--- src/rtl/instr_sequencer_pkg.sv ---
// Shared compute-unit ISA definitions: opcodes, instruction field positions
// and the sequencer state encoding.
package compute_isa_pkg;

  localparam logic [3:0] OP_NOP  = 4'h0;
  localparam logic [3:0] OP_LOAD = 4'h1;
  localparam logic [3:0] OP_ADD  = 4'h2;
  localparam logic [3:0] OP_SUB  = 4'h3;
  localparam logic [3:0] OP_AND  = 4'h4;
  localparam logic [3:0] OP_OR   = 4'h5;
  localparam logic [3:0] OP_NOT  = 4'h6;
  localparam logic [3:0] OP_XOR  = 4'h7;
  localparam logic [3:0] OP_HALT = 4'hF;

  localparam int OPCODE_MSB = 15;
  localparam int OPCODE_LSB = 12;
  localparam int TGT_MSB    = 11;
  localparam int TGT_LSB    = 8;
  localparam int SRC0_MSB   = 7;
  localparam int SRC0_LSB   = 4;
  localparam int SRC1_MSB   = 3;
  localparam int SRC1_LSB   = 0;
  localparam int IMM_MSB    = 7;
  localparam int IMM_LSB    = 0;

  typedef enum logic [1:0] {
    ST_IDLE = 2'd0,
    ST_LOAD = 2'd1,
    ST_RUN  = 2'd2,
    ST_DONE = 2'd3
  } seq_state_t;

  function automatic logic [3:0] opcode_of(input logic [15:0] word);
    return word[OPCODE_MSB:OPCODE_LSB];
  endfunction

endpackage

--- src/rtl/instr_sequencer_if.sv ---
// Instruction issue handshake between the sequencer (master) and the
// compute unit (slave).
interface instr_sequencer_if;
  logic [15:0] instr_out;
  logic        instr_valid;
  logic        instr_ready;

  modport master (output instr_out, output instr_valid, input instr_ready);
  modport slave  (input instr_out, input instr_valid, output instr_ready);
endinterface

--- src/rtl/instr_sequencer_mem.sv ---
// Program store: DEPTH x 16 words, one synchronous write port and one
// asynchronous read port. Contents are intentionally not reset.
module instr_mem #(
  parameter int DEPTH = 16,
  parameter int AW    = $clog2(DEPTH)
) (
  input  logic          clk,
  input  logic          we,
  input  logic [AW-1:0] waddr,
  input  logic [15:0]   wdata,
  input  logic [AW-1:0] raddr,
  output logic [15:0]   rdata
);

  logic [15:0] mem [DEPTH];

  always_ff @(posedge clk) begin
    if (we) mem[waddr] <= wdata;
  end

  assign rdata = mem[raddr];

endmodule

--- src/rtl/instr_sequencer.sv ---
// Instruction sequencer: loads a byte-stream program into local memory and
// issues it word by word. Define INSTR_SEQ_LOOP_EN to make RUN wrap to pc=0.
module instr_sequencer
  import compute_isa_pkg::*;
#(
  parameter int DEPTH = 16,
  localparam int AW = $clog2(DEPTH)
) (
  input  logic                 clk,
  input  logic                 rst_n,
  input  logic                 ena,
  input  logic                 mode_load,
  input  logic                 byte_valid,
  input  logic [7:0]           byte_in,
  input  logic                 start,
  instr_sequencer_if.master    instr_bus,
  output logic [AW-1:0]        pc,
  output logic [AW:0]          prog_len,
  output logic                 busy,
  output logic                 done,
  output logic                 overflow
);

  localparam logic [AW:0] FULL_LEN = (AW + 1)'(DEPTH);

  seq_state_t  state, state_next;
  logic [AW-1:0] pc_next;
  logic [AW:0]   len_next;
  logic          ovf_next;
  logic          phase, phase_next;
  logic [7:0]    hold, hold_next;
  logic          mem_we;
  logic [15:0]   mem_rdata;
  logic          halt_at_pc;
  logic          last_word;

  instr_mem #(.DEPTH(DEPTH), .AW(AW)) u_mem (
    .clk   (clk),
    .we    (mem_we),
    .waddr (prog_len[AW-1:0]),
    .wdata ({hold, byte_in}),
    .raddr (pc),
    .rdata (mem_rdata)
  );

  assign halt_at_pc = (opcode_of(mem_rdata) == OP_HALT);
  assign last_word  = ({1'b0, pc} == (prog_len - (AW + 1)'(1)));

  always_ff @(posedge clk) begin
    if (!rst_n) begin
      state    <= ST_IDLE;
      pc       <= '0;
      prog_len <= '0;
      overflow <= 1'b0;
      phase    <= 1'b0;
      hold     <= '0;
    end else begin
      state    <= state_next;
      pc       <= pc_next;
      prog_len <= len_next;
      overflow <= ovf_next;
      phase    <= phase_next;
      hold     <= hold_next;
    end
  end

  // With ena low every *_next equals its register, so the whole block freezes.
  always_comb begin
    state_next = state;
    pc_next    = pc;
    len_next   = prog_len;
    ovf_next   = overflow;
    phase_next = phase;
    hold_next  = hold;
    mem_we     = 1'b0;

    if (ena) begin
      case (state)
        ST_IDLE, ST_DONE: begin
          if (mode_load) begin
            state_next = ST_LOAD;
            len_next   = '0;
            ovf_next   = 1'b0;
            phase_next = 1'b0;
          end else if (start) begin
            if (prog_len != '0) begin
              state_next = ST_RUN;
              pc_next    = '0;
            end else begin
              state_next = ST_DONE;
            end
          end
        end

        ST_LOAD: begin
          if (!mode_load) begin
            state_next = ST_IDLE;
            phase_next = 1'b0;
          end else if (byte_valid) begin
            if (!phase) begin
              hold_next  = byte_in;
              phase_next = 1'b1;
            end else begin
              phase_next = 1'b0;
              if (prog_len < FULL_LEN) begin
                mem_we   = 1'b1;
                len_next = prog_len + (AW + 1)'(1);
              end else begin
                ovf_next = 1'b1;
              end
            end
          end
        end

        ST_RUN: begin
          // A HALT word is never offered, so it cannot be consumed by a transfer.
          if (mode_load) begin
            state_next = ST_IDLE;
          end else if (halt_at_pc) begin
            state_next = ST_DONE;
          end else if (instr_bus.instr_ready) begin
            if (last_word) begin
`ifdef INSTR_SEQ_LOOP_EN
              pc_next    = '0;
`else
              state_next = ST_DONE;
`endif
            end else begin
              pc_next = pc + AW'(1);
            end
          end
        end

        default: state_next = ST_IDLE;
      endcase
    end
  end

  assign instr_bus.instr_out   = (state == ST_RUN) ? mem_rdata : 16'h0000;
  assign instr_bus.instr_valid = ena && (state == ST_RUN) && !halt_at_pc;
  assign busy = (state == ST_LOAD) || (state == ST_RUN);
  assign done = (state == ST_DONE);

endmodule

--- src/flat_wrapper.sv ---
// flat-port wrapper written by rule: the top's interface ports become plain ports
module instr_sequencer_flat import compute_isa_pkg::*;
#(
  parameter int DEPTH = 16,
  localparam int AW = $clog2(DEPTH)
)
  (clk, rst_n, ena, mode_load, byte_valid, byte_in, start, pc, prog_len, busy, done, overflow, instr_bus_instr_out, instr_bus_instr_valid, instr_bus_instr_ready);
  instr_sequencer_if instr_bus_i ();
  input  logic clk;
  input  logic rst_n;
  input  logic ena;
  input  logic mode_load;
  input  logic byte_valid;
  input  logic [7:0] byte_in;
  input  logic start;
  output logic [AW-1:0] pc;
  output logic [AW:0] prog_len;
  output logic busy;
  output logic done;
  output logic overflow;
  output wire logic [$bits(instr_bus_i.instr_out)-1:0] instr_bus_instr_out;
  output wire logic [$bits(instr_bus_i.instr_valid)-1:0] instr_bus_instr_valid;
  input wire logic [$bits(instr_bus_i.instr_ready)-1:0] instr_bus_instr_ready;
  assign instr_bus_instr_out = instr_bus_i.instr_out;
  assign instr_bus_instr_valid = instr_bus_i.instr_valid;
  assign instr_bus_i.instr_ready = instr_bus_instr_ready;
  instr_sequencer #(.DEPTH(DEPTH)) u_core (.clk(clk), .rst_n(rst_n), .ena(ena), .mode_load(mode_load), .byte_valid(byte_valid), .byte_in(byte_in), .start(start), .instr_bus(instr_bus_i), .pc(pc), .prog_len(prog_len), .busy(busy), .done(done), .overflow(overflow));
endmodule
--- config.mk ---
export PLATFORM = sky130hd
export DESIGN_NAME = instr_sequencer_flat
export DESIGN_NICKNAME = d
export VERILOG_FILES = /design/src/rtl/instr_sequencer_pkg.sv /design/src/rtl/instr_sequencer_if.sv /design/src/rtl/instr_sequencer_mem.sv /design/src/rtl/instr_sequencer.sv /design/src/flat_wrapper.sv
export SDC_FILE = /design/constraint.sdc
export NUM_CORES = 1
export LEC_CHECK = 0
export CAP_MARGIN = 20
export CORE_UTILIZATION = 45
export CTS_CLUSTER_DIAMETER = 120
export CTS_CLUSTER_SIZE = 16
export DETAILED_ROUTE_END_ITERATION = 10
export PLACE_DENSITY = 0.67
export SETUP_SLACK_MARGIN = 0.2
export SLEW_MARGIN = 10
export SYNTH_ARGS = -nofsm -noshare
export SYNTH_HDL_FRONTEND = slang
export SYNTH_SLANG_ARGS = --single-unit
--- constraint.sdc ---
create_clock -name clk -period 6.55 [get_ports clk]
set_input_delay 0.9825 -clock clk [delete_from_list [all_inputs] [get_ports clk]]
set_output_delay 0.9825 -clock clk [all_outputs]
set_load 0.1 [all_outputs]
==> impl_metrics.toml, run 1 <==
[detailed_routing]
routedWlPerCell_um = 24.7
route.detailed.drc = 0
routed_wl_um = 23900
vias = 5717
routed_via_density = 5.91
drt_iter0_drc = 404
ant_nets = 0
firstDrtPassIters = 5

[yosys]
netlist_area_mm2 = 0.0114
yosys_warnings = 0
synthFlopType = "edfxtp_1"
ys_seq_area_share_pct = 71.7
synthCells = 571
async_reset_ff_share_pct = 0
ys_types = 50
synth-seq-cells = 281
synth_nets = 594
synth-edff-count = 256
syn_area_per_cell_um2 = 20.0

[cells_and_area]
final_cell_area_mm2 = 0.0129
drive_above_1_share_pct = 17.4
layout.cells.non_filler = 968
nets = 653
mostFrequentLayoutCells = "edfxtp_1, mux4_2, clkdlybuf4s50_1"
syn2layout_area_growth_pct = 12.8
diodes = 0
mostFrequentLayoutCell = "edfxtp_1"

[cts]
holdBufCountCts = 0
cts_buffer_depth = 3
clkSinkCount = 281
cts_buffers = 21
cts_resized = 0
insertion_delay_ps = 500
htree_num_levels = 1
cts_tree = "done"
cts_setup_buffers = 0
cts.clk_slew.worst_paths_ps = 70
cts_root_buffer = "clkbuf_16"

[critical_path]
endpoint_kind = "output port"
critPathLaunchType = "register"
arrival_ps = 4130
path_max_fanout = 41
required_ps = 5570
r2r_slack_ps = 3270
crit_type = "reg -> out"
r2r_cells = 6
r2r_end = "u_core.u_mem.mem[3][1]"
reg2reg_from = "u_core.state[0]"

[floorplanning]
dieArea_mm2 = 0.0260
io_pins = 44
num_rows = 57
core_mm2 = 0.0246
fp.dieH_um = 161
initial_core_util_pct = 46.4
die_x_um = 161

[timing]
slew_headroom_pct = 27.5
clock_skew_ps = 8.35
worst_pin_slew_ps = 1080
rsz0062_at_grt = "false"
post-route-period-util_pct = 78.1
drv_slew = 0
setup_violations = 0
final.setup.tns_ps = 0
whs_ps = 509
min_period_ps = 5110
fmax_mhz = 196
hold_violations = 0

[power_and_ir_drop]
ir_drop_v = 0.000138
powerDensity_mw_per_mm2 = 261
power.leakage_nw = 4.03

[global_route]
grt_max_degree = 42
grt_antenna_before_repair = 0
grt_pass1_wl_um = 35900
grt.total_usage_pct = 18.8
grt_pass1_vias = 5826
grt_remaining_overflow = 0

[run]
cap_viol_max_count = 0

[outcome]
status = "finished, final reports clean"

[placement]
portBuffers = 43
hpwl_um = 14100
dp.cells = 931
gp_congestion = 0.792
postPlaceCellArea_mm2 = 0.0123

[min_path]
hold-path-endpoint = "u_core.overflow"
hold_path.class = "reg -> reg"
hold_depth = 2
worstHoldStart = "u_core.overflow"
cell families after synthesis:
kind of cell	after synthesis	share of synthesized area (%)
DFF	281	71.7
and+or+nand+nor	111	5.13
muxes	87	17.1
AOI/OAI and AO/OA	41	2.70
buffers and inverters	39	2.19
adders and majority gates	8	0.877
xor gates and xnor gates	4	0.307
layer usage:
metal  vias up  routed length (um)  GRT usage (%)
met2       193               12400           33.2
li1       2475                   -              -
met4         0                 599           5.66
met5         -                   0              0
met1      3010                9810           24.0
met3        39                1070           2.65
worst max path at each step:
stage / from / to / slack [ps] / depth (start not counted)
2_1_floorplan: register / instr_bus_instr_out[14] / 2860 / 5
3_3_place_gp: register / instr_bus_instr_out[1] / 1950 / 5
3_5_place_dp: register / instr_bus_instr_out[1] / 1890 / 5
4_1_cts: register / instr_bus_instr_out[1] / 1360 / 5
5_1_grt: register / instr_bus_instr_out[1] / 1230 / 5
6_report: register / instr_bus_instr_out[1] / 1440 / 5
cell usage after synthesis (4+ instances only):
| master | instances | area [um2] |
|---|---|---|
| and2_1 | 13 | 81.3 |
| a21oi_1 | 10 | 50.1 |
| mux4_1 | 33 | 867 |
| xnor2_1 | 4 | 35.0 |
| dfxtp_1 | 25 | 500 |
| a31oi_1 | 6 | 37.5 |
| nand4_1 | 4 | 25.0 |
| nand3_1 | 13 | 65.1 |
| ha_1 | 8 | 100 |
| o21ai_0 | 4 | 20.0 |
| buf_2 | 6 | 30.0 |
| edfxtp_1 | 256 | 7690 |
| inv_1 | 10 | 37.5 |
| mux2i_1 | 10 | 100 |
| nand2b_1 | 6 | 37.5 |
| nor2_1 | 29 | 109 |
| clkbuf_1 | 12 | 45.0 |
| o21a_1 | 4 | 30.0 |
| nor3_1 | 6 | 30.0 |
| buf_12 | 5 | 100 |
| mux4_2 | 43 | 968 |
| nand2_1 | 21 | 78.8 |
where the power goes:
part / internal, mW / switching, mW
combinational: 0.0570 / 0.173
clock: 0.606 / 0.572
sequential: 1.95 / 0.00915
sequential cells by signal (all words and copies together) (netlist names), named ones only:
name              count
u_core.hold           8
u_core.phase          1
u_core.overflow       1
u_core.prog_len       5
u_core.u_mem.mem    256
u_core.pc             4
u_core.state          2
layout make-up:
type                    count  area (um2)
well taps                 324         405
multi-input cells         251        3030
flip-flops and latches    281        8190
clock buffers              36         582
repair buffers             64         623
clock inverters             1        8.76
inverters                  11        41.3
fillers                  1890       11700
metrics by stage:
stage	util [%]	total power, mW	setup WS, ps
2_1_floorplan	-	2.16	2860
3_5_place_dp	49.9	2.23	1890
3_3_place_gp	49.7	2.22	1950
4_1_cts	52.3	3.39	1360
5_1_grt	52.3	3.47	1230
6_report	52.3	3.36	1440
worst max-delay path, stage by stage, from the launching register on:
cell	delay, ps
dfxtp_4	840
buf_4	530
mux4_1	630
mux4_2	480
and2_1	170
clkdlybuf4s50_1	950
Power figures use the tool's default switching activity.
==> run 2, diff against run 1 <==
==> constraint.sdc (replaced) <==
create_clock -name clk -period 4.9 [get_ports clk]
set_input_delay 0.735 -clock clk [delete_from_list [all_inputs] [get_ports clk]]
set_output_delay 0.735 -clock clk [all_outputs]
set_load 0.1 [all_outputs]
==> run 2 against run 1 <==
Compared with the run above: clock skew rose by 17 ps; count of clock-buffer cells in the layout did not move; clock power rose by 36%; combinational power rose by 32%; cell count rose by 0.31%; via count fell by 1.4%; first-iteration DRC count rose by 29%; global-route usage rose by 0.34 points; worst setup slack got worse by 1000 ps; register-to-register slack got worse by 1400 ps; sequential power rose by 33%; die area did not move.
==> impl_metrics.toml, run 2 (same netlist as run 1, synthesis figures left out) <==
[cts]
cts_buffers = 21
cts_buffer_depth = 3
cts_tree = "done"
cts.clk_slew.worst_paths_ps = 90
htree_num_levels = 1
insertion_delay_ps = 520
cts_root_buffer = "clkbuf_16"
clkSinkCount = 281
cts_resized = 0
cts_setup_buffers = 0
holdBufCountCts = 0

[floorplanning]
core_mm2 = 0.0246
io_pins = 44
fp.dieH_um = 161
die_x_um = 161
initial_core_util_pct = 46.4
dieArea_mm2 = 0.0260
num_rows = 57

[critical_path]
crit_path_cell_trace = "mux4_1 -> mux4_2 -> and2_1 -> clkdlybuf4s50_1"
crit_buf_inv = 1
critPathLaunchType = "register"
reg2reg_from = "u_core.state[0]"
crit_family = "multiplexers"
critPathSlowestCell = "clkdlybuf4s50_1"
required_ps = 4160
path_max_fanout = 41
crit_type = "reg -> out"
arrival_ps = 3730
endpoint_kind = "output port"
slowest_delay_ps = 970

[global_route]
grt_remaining_overflow = 0
grt_antenna_before_repair = 0
grt_max_degree = 65
grt_pass1_wl_um = 36500
grt_pass1_vias = 5961
grt.total_usage_pct = 19.1

[timing]
slew_headroom_pct = 22.2
drv_slew = 0
worst_pin_slew_ps = 1160
clock_skew_ps = 25.8
final.setup.tns_ps = 0
fmax_mhz = 224
hold_violations = 0
post-route-period-util_pct = 91.1
min_period_ps = 4460
setup_violations = 0
rsz0062_at_grt = "false"

[cells_and_area]
largest_reg_flops = 256
nets = 655
drive_above_1_share_pct = 19.0
syn2layout_area_growth_pct = 12.7
fill_cells = 1867
top_regs = "u_core.u_mem.mem: 256 flops, u_core.hold: 8 flops, u_core.prog_len: 5 flops"
top_register = "u_core.u_mem.mem"
diodes = 0
mostFrequentLayoutCells = "edfxtp_1, mux4_2, clkdlybuf4s50_1"
mostFrequentLayoutCell = "edfxtp_1"

[detailed_routing]
route.detailed.drc = 0
drt_iter0_drc = 522
routed_via_density = 5.80
firstDrtPassIters = 4
routed_wl_um = 23800
routedWlPerCell_um = 24.5
ant_nets = 0
vias = 5635

[power_and_ir_drop]
power.leakage_nw = 4.05
total_power_mw = 4.52
powerDensity_mw_per_mm2 = 352
ir_drop_v = 0.000195

[min_path]
worstHoldStart = "u_core.overflow"
hold_path.class = "reg -> reg"

[placement]
gp_congestion = 0.783
portBuffers = 43
hpwl_um = 14200

[run]
cap_viol_max_count = 0

[outcome]
status = "finished, final reports clean"
run 2: changes by cell type in the layout (fill, tap and decap cells not counted):
cell,change
clkdlybuf4s50_1,-8
buf_4,+12
buf_8,-2
buf_12,+1
buf_16,-1
inv_6,+1
run 2: layer usage:
metal	vias to the layer above	wire, um	global-route usage [%]
li1	2480	-	-
met2	158	12600	33.9
met4	0	517	5.36
met3	40	1220	2.70
met1	2957	9430	24.5
met5	-	0	0
run 2: final timing paths:
check        cells past startpoint                      end  slack, ps
max reg2reg                      6  u_core.u_mem.mem[11][1]       1850
min reg2reg                      2          u_core.overflow        530
min                              2          u_core.overflow        530
max                              4  instr_bus_instr_out[10]        440
run 2: tightest hold or removal path, delay by kind of cell (launching register included):
kind               cells  cell delay, ps
AOI/OAI and AO/OA      1              50
DFF                    1             360
and+or+nand+nor        1              90
run 2: power breakdown:
group          switching [mW]  total, mW  internal (mW)
registers              0.0124       2.61           2.60
logic                   0.230      0.304         0.0745
clock network           0.788       1.60          0.814
run 2: final cells by class:
class | count | area, um2 | share of cell area (%)
clock buffers | 36 | 582 | 4.52
repair buffers | 66 | 596 | 4.63
multi-input cells | 251 | 3030 | 23.5
inverters | 11 | 41.3 | 0.321
well taps | 324 | 405 | 3.15
clock inverters | 2 | 17.5 | 0.136
flip-flops and latches | 281 | 8190 | 63.7
run 2: through the flow:
step	worst slack, ps	util, %	hold WS (ps)	cell area, um2	instances
5_1_grt	296	52.3	551	12900	971
6_report	438	52.3	534	12900	971
3_5_place_dp	955	49.8	521	12300	933
3_3_place_gp	1010	49.8	472	12300	933
4_1_cts	391	52.3	537	12900	971
2_1_floorplan	1460	-	469	11400	571
==> run 3, diff against run 2 <==
--- a/config.mk
+++ b/config.mk
@@ -5,7 +5,8 @@
 export SDC_FILE = /design/constraint.sdc
 export NUM_CORES = 1
 export LEC_CHECK = 0
-export CAP_MARGIN = 20
+export CAP_MARGIN = 5
+export CORE_ASPECT_RATIO = 0.9
 export CORE_UTILIZATION = 45
 export CTS_CLUSTER_DIAMETER = 120
 export CTS_CLUSTER_SIZE = 16
==> run 3 against run 2 <==
Compared with the run above: core utilization is 0.085 points higher; design area is 0.12% higher; global-route usage is 0.28 points higher; sequential power hardly changed; first-iteration DRC count is 19% higher; largest power group unchanged; clock power hardly changed; via count is 1.6% higher; hold slack worse by 30 ps; register-to-register slack better by 90 ps.
==> impl_metrics.toml, run 3 (same netlist as run 1, synthesis figures left out) <==
[cells_and_area]
nets = 655
drive_above_1_share_pct = 19.0
top_regs = "u_core.u_mem.mem: 256 flops, u_core.hold: 8 flops, u_core.prog_len: 5 flops"
final_cell_area_mm2 = 0.0129
layout.cells.non_filler = 983
mostFrequentLayoutCells = "edfxtp_1, mux4_2, clkdlybuf4s50_1"
mostFrequentLayoutCell = "edfxtp_1"
top_register = "u_core.u_mem.mem"
syn2layout_area_growth_pct = 12.8
diodes = 0
largest_reg_flops = 256

[critical_path]
arrival_ps = 3690
required_ps = 4160
r2r_slack_ps = 1940
critPathLaunchType = "register"
path_max_fanout = 21
endpoint_kind = "output port"
crit_type = "reg -> out"

[power_and_ir_drop]
power.leakage_nw = 4.05
p_int_mw = 3.49
powerDensity_mw_per_mm2 = 350
combPwrFrac_pct = 6.8
switching_share_pct = 22.6
total_power_mw = 4.51
p_clk_share_pct = 35.2
seqPwrFrac_pct = 58.0
ir_drop_v = 0.000202
switching_power_mw = 1.02

[timing]
rsz0062_at_grt = "false"
setup_violations = 0
worst_pin_slew_ps = 1110
final.setup.tns_ps = 0
post-route-period-util_pct = 90.3
clock_skew_ps = 12.7
whs_ps = 505
drv_slew = 0
slew_headroom_pct = 25.5
fmax_mhz = 226
hold_violations = 0
min_period_ps = 4430

[cts]
cts_resized = 0
clkSinkCount = 281
holdBufCountCts = 0
cts_buffers = 21
cts_tree = "done"
cts_root_buffer = "clkbuf_16"
htree_num_levels = 1
cts_buffer_depth = 3
cts_setup_buffers = 0
insertion_delay_ps = 510
cts.clk_slew.worst_paths_ps = 70

[detailed_routing]
firstDrtPassIters = 7
routed_wl_um = 24400
ant_nets = 0
vias = 5727
routed_via_density = 5.83
drt_iter0_drc = 621
routedWlPerCell_um = 24.8
route.detailed.drc = 0

[global_route]
grt_use_met1_pct = 27.6
grt_pass1_wl_um = 36700
grt_max_degree = 44
grt_remaining_overflow = 0
gr-max-usage-layer = "met2"
gr-usage-met2_pct = 31.7
grt.total_usage_pct = 19.4
grt_pass1_vias = 5819
grt_antenna_before_repair = 0
met3_usage_pct = 2.30

[run]
cap_viol_max_count = 0

[floorplanning]
initial_core_util_pct = 46.4
core_mm2 = 0.0246
dieArea_mm2 = 0.0260
fp.dieH_um = 153
num_rows = 54
io_pins = 44
die_x_um = 170

[placement]
hpwl_um = 14100
gp_congestion = 0.741
dp.cells = 945
portBuffers = 43
postPlaceCellArea_mm2 = 0.0123

[outcome]
status = "finished, final reports clean"

[min_path]
hold_path.class = "reg -> reg"
## run 3: cell counts in the layout (fill, tap and decap cells not counted)
Identical to the previous run, type by type.
## run 3: final timing paths
check                   from                     end  depth (start not counted)
max                 register  instr_bus_instr_out[4]                          5
min          u_core.overflow         u_core.overflow                          2
max reg2reg  u_core.state[1]  u_core.u_mem.mem[8][1]                          7
min reg2reg  u_core.overflow         u_core.overflow                          2
## run 3: layout make-up
cell class                 count  area [um2]
clock buffer                  36         582
clock inverter                 2        17.5
fill                        1924       11700
inverter                      11        41.3
multi-input combinational    251        3030
sequential                   281        8190
tap                          336         420
timing repair buffer          66         596
## run 3: worst max-delay path: stages (launching register included)
cell and delay, ps:
dfxtp_4 620, buf_4 350, mux4_1 610, mux4_2 460
and2_1 160, clkdlybuf4s50_1 960
## run 3: power by group through the flow
| stage | Combinational (mW) | Clock, mW | Sequential (mW) |
|---|---|---|---|
| 3_3_place_gp | 0.301 | 0 | 2.67 |
| 6_report | 0.307 | 1.59 | 2.61 |
| 4_1_cts | 0.309 | 1.62 | 2.61 |
| 2_1_floorplan | 0.217 | 0 | 2.67 |
| 3_5_place_dp | 0.308 | 0 | 2.67 |
| 5_1_grt | 0.322 | 1.70 | 2.61 |
## run 3: metal layers
| layer | vias up | part of all wire (%) | wire (um) |
|---|---|---|---|
| met3 | 27 | 6.1 | 1490 |
| met5 | - | 0 | 0 |
| met2 | 216 | 49 | 12000 |
| li1 | 2481 | - | - |
| met1 | 3003 | 43 | 10500 |
| met4 | 0 | 1.8 | 431 |
## run 3: metrics by stage
| stage | util (%) | worst slack (ps) |
|---|---|---|
| 4_1_cts | 52.4 | 419 |
| 6_report | 52.4 | 475 |
| 2_1_floorplan | - | 1460 |
| 3_5_place_dp | 49.9 | 960 |
| 3_3_place_gp | 49.9 | 1030 |
| 5_1_grt | 52.4 | 338 |
==> edit: new RTL, config.mk and constraints of run 3 <==
Make the reset (`rst_n`) asynchronous in one clocked block.
--- a/src/rtl/instr_sequencer.sv
+++ b/src/rtl/instr_sequencer.sv
@@ -46,7 +46,7 @@
   assign halt_at_pc = (opcode_of(mem_rdata) == OP_HALT);
   assign last_word  = ({1'b0, pc} == (prog_len - (AW + 1)'(1)));
 
-  always_ff @(posedge clk) begin
+  always_ff @(posedge clk or negedge rst_n) begin
     if (!rst_n) begin
       state    <= ST_IDLE;
       pc       <= '0;
Behaviour: differs if rst_n is asserted again (counterexample within 4 cycles, from zero or initial values and one cycle with rst_n low); with rst_n held inactive, the same outputs for 4 cycles.
==> edit against run 3 <==
  * Worst setup slack improved by 0.27 ns
  * Final area fell by 2.6%
  * Sequential share of layout area increased by 1.9 points
  * Wire length is 3.0% higher
  * Area after synthesis shrank 1.7%
  * Non-clock buffer count down 18
  * Utilization shrank 0.94 points
  * Final cell count shrank 3.1%
  * Maximum frequency is 6.6% higher
  * Sequential cell count shrank 4
Power is not compared: it rests on default switching activity, and its combinational part moved more than twofold at a synthesized area within 25%.
==> edit: results (changes against run 3) <==
\begin{tabular}{lr}
\hline
Metric & Value \\
\hline
\multicolumn{2}{l}{\textbf{Global route}} \\
Pin count of the biggest net entering global routing & 36 (-18\%) \\
Global-route wire length before repair & 37,200 um (+1.3\%) \\
Number of antenna violations at the first check in global routing & 2 (+2) \\
Number of global-route vias before repair & 5,466 (-6.1\%) \\
\multicolumn{2}{l}{\textbf{Detailed routing}} \\
Avg Vias per Cell & 5.73 (-1.7\%) \\
Routed wire length & 25,200 um (+3.0\%) \\
Initial DRC count & 549 (-12\%) \\
Met3 Routed Length & 1580 um (+5.9\%) \\
DR WL met2 & 12,200 um (+1.6\%) \\
\multicolumn{2}{l}{\textbf{Worst setup path}} \\
Master of the slowest instance on the critical path & dfrtp\_4 \\
R2R Setup Slk & 1.77 ns (-0.17 ns) \\
\multicolumn{2}{l}{\textbf{Synth}} \\
Area fraction in compound gates after synthesis & 2.95\% (+0.26 points) \\
Fraction of the yosys area taken by sequential cells & 73.2\% (+1.4 points) \\
Per-instance average area after synthesis & 20.1 um\^{}2 (+0.43\%) \\
Synth top cells by count & 256 x edfxtp\_1, 67 x mux4\_2, 25 x nand2\_1 \\
Post-Synthesis Net Count & 582 (-2.0\%) \\
Share of the synthesized netlist area taken by xor and xnor gates & 0.624\% (+0.32 points) \\
\multicolumn{2}{l}{\textbf{Cells and area}} \\
Multi-input gate area in the final layout & 0.00282 mm\^{}2 (-6.9\%) \\
\multicolumn{2}{l}{\textbf{Timing}} \\
Final setup margin & 0.750 ns (+0.275 ns) \\
Worst max-slew margin expressed relative to the limit & 23.8\% (-1.7 points) \\
Tightest hold margin & 0.520 ns (+0.0152 ns) \\
Clock skew & 0.00987 ns (-0.00283 ns) \\
\multicolumn{2}{l}{\textbf{Run status}} \\
Run status & finished clean \\
\multicolumn{2}{l}{\textbf{Worst hold path}} \\
HP Start & u\_core.overflow \\
\multicolumn{2}{l}{\textbf{Placed design}} \\
Worst slack at placement & 1.10 ns (+0.137 ns) \\
Post-detailed-placement cell area & 0.0119 mm\^{}2 (-2.8\%) \\
\hline
\end{tabular}
==> edit: cell count changes after synthesis, moves of 6 or more <==
cell,delta
a21oi_1,-7
a31oi_1,-6
buf_4,+6
dfrtp_1,+21
dfxtp_1,-25
mux2_2,+7
mux2i_1,+7
mux4_1,-32
mux4_2,+24
nand3_1,-7
nor2_1,-6
o21ai_0,+9
==> edit: tightest hold or removal path: cells and delay by family, from the launching register on <==
family,cells,cell delay [ns]
AND/OR/NAND/NOR,1,0.08
AO/OA/AOI/OAI,1,0.04
flip-flops,1,0.35
==> edit: final cells by class <==
class	count	share of cell area [%]
Sequential cell	277	65.5
Multi-Input combinational cell	243	22.5
Clock buffer	36	4.64
Timing Repair Buffer	48	3.49
Tap cell	336	3.35
Inverter	10	0.299
Clock inverter	2	0.200
Antenna cell	1	0.0200
==> edit: per-layer routing <==
metal	track usage (%)	vias up
met5	0	-
met4	4.98	0
met3	3.57	38
li1	-	2351
met2	32.0	178
met1	29.7	2891
